<file path="config.mk">
export PLATFORM = sky130hd
export DESIGN_NAME = ahb_apb_bridge
export DESIGN_NICKNAME = d
export VERILOG_FILES = /design/src/rtl/ahb_apb_bridge.sv
export SDC_FILE = /design/constraint.sdc
export NUM_CORES = 1
export LEC_CHECK = 0
export CORE_AREA = 2 2 83 85
export CTS_CLUSTER_SIZE = 14
export DETAILED_ROUTE_END_ITERATION = 12
export DIE_AREA = 0 0 85 87
export GPL_TIMING_DRIVEN = 0
export PLACE_DENSITY = 0.86
export SYNTH_ARGS = -nofsm -noshare
export SYNTH_HDL_FRONTEND = slang
export SYNTH_SLANG_ARGS = --single-unit
</file>
<file path="constraint.sdc">
create_clock -name pclk -period 2.8 [get_ports pclk]
set_input_delay 0.56 -clock pclk [delete_from_list [all_inputs] [get_ports pclk]]
set_output_delay 0.56 -clock pclk [all_outputs]
set_load 0.1 [all_outputs]
</file>
<file path="src/rtl/ahb_apb_bridge.sv">
// AHB-Lite slave to APB initiator bridge: one APB SETUP/ACCESS per word transfer,
// AHB data phase stretched until pready, pslverr and non-word sizes become a two-cycle ERROR.
module ahb_apb_bridge #(
  parameter int unsigned ADDR_W = 10,
  parameter int unsigned DATA_W = 32
) (
  input  logic              pclk,
  input  logic              presetn,
  input  logic              hsel,
  input  logic [31:0]       haddr,
  input  logic [1:0]        htrans,
  input  logic              hwrite,
  input  logic [2:0]        hsize,
  input  logic [DATA_W-1:0] hwdata,
  input  logic              hready,
  output logic              hreadyout,
  output logic              hresp,
  output logic [DATA_W-1:0] hrdata,
  output logic [ADDR_W-1:0] paddr,
  output logic              psel,
  output logic              penable,
  output logic              pwrite,
  output logic [DATA_W-1:0] pwdata,
  input  logic [DATA_W-1:0] prdata,
  input  logic              pready,
  input  logic              pslverr
);

  typedef enum logic [2:0] {
    S_IDLE, S_WDATA, S_SETUP, S_ACCESS, S_ERR1, S_ERR2
  } state_t;

  state_t              state_q, state_d, accept_tgt;
  logic                accept, legal, ok_done;
  logic [ADDR_W-1:0]   paddr_q;
  logic [DATA_W-1:0]   pwdata_q;
  logic                psel_q, penable_q, pwrite_q;
  logic                unused_bits;

  assign unused_bits = ^{haddr[31:ADDR_W], htrans[0]};

  always_comb begin
    ok_done    = (state_q == S_ACCESS) & pready & ~pslverr;
    accept     = hsel & htrans[1] & hready &
                 ((state_q == S_IDLE) | ok_done | (state_q == S_ERR2));
    legal      = (hsize == 3'b010);
    accept_tgt = !legal ? S_ERR1 : (hwrite ? S_WDATA : S_SETUP);

    state_d = state_q;
    case (state_q)
      S_IDLE:   if (accept) state_d = accept_tgt;
      S_WDATA:  state_d = S_SETUP;
      S_SETUP:  state_d = S_ACCESS;
      S_ACCESS: if (pready) state_d = pslverr ? S_ERR1 : (accept ? accept_tgt : S_IDLE);
      S_ERR1:   state_d = S_ERR2;
      S_ERR2:   state_d = accept ? accept_tgt : S_IDLE;
      default:  state_d = S_IDLE;
    endcase

    hreadyout = 1'b0;
    case (state_q)
      S_IDLE, S_ERR2: hreadyout = 1'b1;
      S_ACCESS:       hreadyout = pready & ~pslverr;
      default:        hreadyout = 1'b0;
    endcase
    hresp  = (state_q == S_ERR1) | (state_q == S_ERR2);
    hrdata = ((state_q == S_ACCESS) && !pwrite_q) ? prdata : '0;
  end

  // APB strobes follow the next state so psel stays high across ACCESS->SETUP
  always_ff @(posedge pclk or negedge presetn) begin
    if (!presetn) begin
      state_q   <= S_IDLE;
      psel_q    <= 1'b0;
      penable_q <= 1'b0;
      pwrite_q  <= 1'b0;
      paddr_q   <= '0;
      pwdata_q  <= '0;
    end else begin
      state_q   <= state_d;
      psel_q    <= (state_d == S_SETUP) || (state_d == S_ACCESS);
      penable_q <= (state_d == S_ACCESS);
      if (accept && legal) begin
        paddr_q  <= haddr[ADDR_W-1:0];
        pwrite_q <= hwrite;
      end
      if (state_q == S_WDATA) pwdata_q <= hwdata;
    end
  end

  assign paddr   = paddr_q;
  assign psel    = psel_q;
  assign penable = penable_q;
  assign pwrite  = pwrite_q;
  assign pwdata  = pwdata_q;

endmodule

</file>
# Word-level counts from Yosys, hierarchy flattened
# Cells that the tools add are included.
[op_classes] reduce_logical=6 eq_ne=8 mux=9 bitwise_logic=10
[op_table] operator="2-to-1 mux 32 bit" count=1
[op_table] operator="case mux 3 bit (6 select lines)" count=1
[op_table] operator="== test 3 x 2 -> 1 bit, second input constant" count=5
[op_table] operator="2-to-1 mux 3 bit" count=5
[op_table] operator="AND 1 bit" count=6
[op_table] operator="== test 3 bit, second input constant" count=2
[op_table] operator="== test 3 x 1 -> 1 bit, second input constant" count=1
[op_table] operator="logical NOT 3 bit" count=1
[op_table] operator="bitwise OR 1 bit" count=3
[op_table] operator="logical AND 1 bit" count=2
[op_table] operator="2-to-1 mux 2 bit" count=1
[op_table] operator="case mux 1 bit (2 select lines)" count=1
[op_table] operator="OR reduction 2 bit" count=1
[op_table] operator="logical NOT 1 bit" count=1
[op_table] operator="logical OR 1 bit" count=1
[op_table] operator="NOT 1 bit" count=1
[totals] input_bits=108 ff_bits=48 output_inout_bits=79 elab_cells=39

# Logic depth before layout (Yosys ltp)
[depth] ltp_word=12 mapped_depth=6 depth_no_buf=4

# Worst setup path after synthesis
# Ideal clock, no wire load.
[synth_path] path_type="flip-flop to output port" start="register pwrite_q, in the netlist pwrite" end="output port hrdata[10]" path_stages_with_launch=4 arrival_time_ns=2.053 path_slack_ns=0.187 path_buffers=1 required_ns=2.240 path_cell_list="dfrtp_1 > nor2_1 > clkbuf_1 > and2_1"
[synth_between] elab_chain_cells=3
[synth_rtl] element="from (decl)" line="37" text="logic psel_q, penable_q, pwrite_q;"
[synth_rtl] element="from (signal assigned)" line="85" text="pwrite_q <= hwrite;"
[synth_rtl] element="logical NOT 1 bit" line="67" text="hrdata = ((state_q == S_ACCESS) && !pwrite_q) ? prdata : '0;"
[synth_rtl] element="logical AND 1 bit" line="67"
[synth_rtl] element="2-to-1 mux 32 bit" line="67"
[synth_rtl] element="to (decl)" line="18" text="output logic [DATA_W-1:0] hrdata,"
# Every way passes these cells.

# Worst setup path after layout
[layout_path] start="input port pready" end="output port hreadyout"
[layout_between] elab_chain_cells=2
[layout_rtl] element="from (decl)" line="25" text="input logic pready,"
[layout_rtl] element="AND 1 bit" line="63" text="S_ACCESS: hreadyout = pready & ~pslverr;"
[layout_rtl] element="case mux 1 bit (2 select lines)" line="61" text="case (state_q)"
[layout_rtl] element="to (decl)" line="16" text="output logic hreadyout,"
# Every way passes these cells.

==> flow_metrics.py <==
metrics = {
    "outcome": {
        "status": "finished, final reports clean",
    },
    "setup_path": {
        "cp_max_fo": 4,
        "end_kind": "output pin",
        "crit_type": "primary input to output pin",
        "critical_path_required_ns": 2.24,
        "start_kind": "primary input",
        "rrSetupSlack_ns": 1.01,
        "crit_arrival_ns": 2.14,
    },
    "timing": {
        "fin_worst_skew_ns": 0.00322,
        "rsz0062_at_grt": "false",
        "post-route-min-period_ns": 2.70,
        "worst_pin_slew_ns": 0.997,
        "post-route-period-util": 0.965,
        "fmax_ghz": 0.370,
        "setup_violations": 0,
        "report.final.slew_viol_count": 0,
        "relSlewSlack": 0.333,
        "hold_violations": 0,
        "fin_setup_tns_ns": 0,
    },
    "placed_design": {
        "place_area_um2": 3890,
        "place_hpwl_um": 4770,
        "numPortBuffers": 163,
        "gp_congestion": 0.749,
    },
    "synth": {
        "yosys_warnings": 0,
        "ys_types": 26,
        "postSynth.asyncResetShare": 1.00,
        "synth.avg_cell_area_um2": 13.5,
        "synth_edf_count": 0,
        "ys_ff_latch": 48,
        "syn-cell-area_um2": 2150,
        "synth_ff_type": "dfrtp_1",
        "syn_nets": 267,
        "synth_cells": 159,
        "ys_seq_area_frac": 0.559,
    },
    "routing": {
        "wl_um": 5870,
        "drt_iter0_drc": 42,
        "vias_per_cell": 4.55,
        "postRouteAntennaNets": 0,
        "num_vias": 1867,
        "wire_per_inst_um": 14.3,
        "drc": 0,
        "firstDrtPassIters": 4,
    },
    "die": {
        "die_w_um": 85,
        "core_area_um2": 6570,
        "rows": 30,
        "dieArea_um2": 7400,
        "dieHeight_um": 87,
        "boundaryPins": 187,
        "start_util": 0.327,
    },
    "global_route": {
        "antenna_found_initial": 0,
        "grt_pass1_vias": 1944,
        "grt_pass1_wl_um": 9380,
        "grt_overflow": 0,
        "grt_start_max_net_pins": 33,
        "track_usage": 0.161,
    },
    "clock_tree": {
        "cts_tree": "yes",
        "htree_levels": 2,
        "root_buffer": "clkbuf_8",
        "clkSlewWorstSetupHoldPaths_ns": 0.08,
        "clk_latency_ns": 0.30,
        "cts_buffer_depth": 2,
        "cts-hold-fix-buffers": 0,
        "cts_sinks": 48,
        "cts_made_buffers": 5,
    },
    "cells_and_area": {
        "area_growth_pct": 83.1,
        "antenna_cells": 0,
        "regArea_um2": 1200,
        "nNetsFinal": 438,
        "drive_above_1_share": 0.294,
        "final_area_um2": 3930,
        "num-fill-cells": 551,
        "layout_commonest_cell": "clkdlybuf4s50_1",
        "multi_input_area_um2": 885,
        "layout_common_cells": "clkdlybuf4s50_1 (129), dfrtp_1 (48), mux2_2 (36), and2_1 (32), clkbuf_4 (19)",
        "finish.utilization": 0.599,
    },
    "job": {
        "drv_cap": 0,
    },
    "min_path": {
        "hp-class": "primary input to async pin",
    },
}
## critical path, stage by stage
cell and delay, ns:
clkdlybuf4s50_1 0.53, and4b_1 0.24, a2bb2oi_2 0.21, clkdlybuf4s15_2 0.60
## worst paths after layout
check / from / to / cells after the start
max: pready / hreadyout / 4
min: presetn / pwdata[1] / 1
max reg2reg: state_q[0] / state_q[1] / 6
min reg2reg: pwdata[6] / pwdata[6] / 1
max in group asynchronous: presetn / pwdata[15] / 2
min in group pclk: pwdata[6] / pwdata[6] / 1
## state kept, by name (all words and copies together) (netlist names)
signal / flops
pwdata: 32
paddr: 10
state_q: 3
penable: 1
psel: 1
pwrite: 1
## cells in the mapped netlist, types with 2 or more instances
library cell | count | area, µm²
nor2_1 | 2 | 7.51
dfrtp_1 | 48 | 1200
mux2_2 | 36 | 405
mux2_4 | 7 | 105
o32ai_1 | 2 | 17.5
buf_4 | 2 | 15.0
inv_1 | 2 | 7.51
and2_1 | 32 | 200
nand2_1 | 3 | 11.3
a21oi_1 | 3 | 15.0
clkbuf_1 | 3 | 11.3
buf_2 | 4 | 20.0
and3_1 | 2 | 12.5
## per-stage QoR
step	hold WS [ns]	cells	setup slack, ns
3_5_place_dp	0.495	403	-0.483
5_1_grt	0.207	410	0.00313
2_1_floorplan	0.264	159	0.187
3_3_place_gp	0.487	402	-0.466
4_1_cts	0.192	410	0.0142
6_report	0.183	410	0.0966
## cells by family after synthesis
logic type,synth area share
buffers and inverters,0.0303
and+or+nand+nor,0.136
AOI/OAI and AO/OA,0.0373
muxes,0.238
DFF,0.559
## area by class of cell
type                       instances  share of cell area
sequential                        48               0.305
timing repair buffer             164               0.395
inverter                           2             0.00191
buffer                            10              0.0146
tap                               80              0.0255
clock buffer                       5              0.0175
multi-input combinational         99               0.225
clock inverter                     2              0.0153
## layer usage
metal / vias to the layer above / global-route usage / wire length (µm)
met5: - / 0 / 0
met4: 0 / 0.0491 / 67
met3: 5 / 0.0521 / 608
met2: 118 / 0.281 / 2950
met1: 866 / 0.189 / 2240
li1: 878 / - / -
## what timing repair did
item | 4_1_cts | 5_1_grt
setup buffers | 0 | 0
resized for setup | 161 | 20
hold endpoints to repair | 0 | 0
endpoints found under the setup margin | 33 | 29
Power is not shown: default switching activity piles up to over one toggle a cycle in this logic, so the estimate is an artifact.
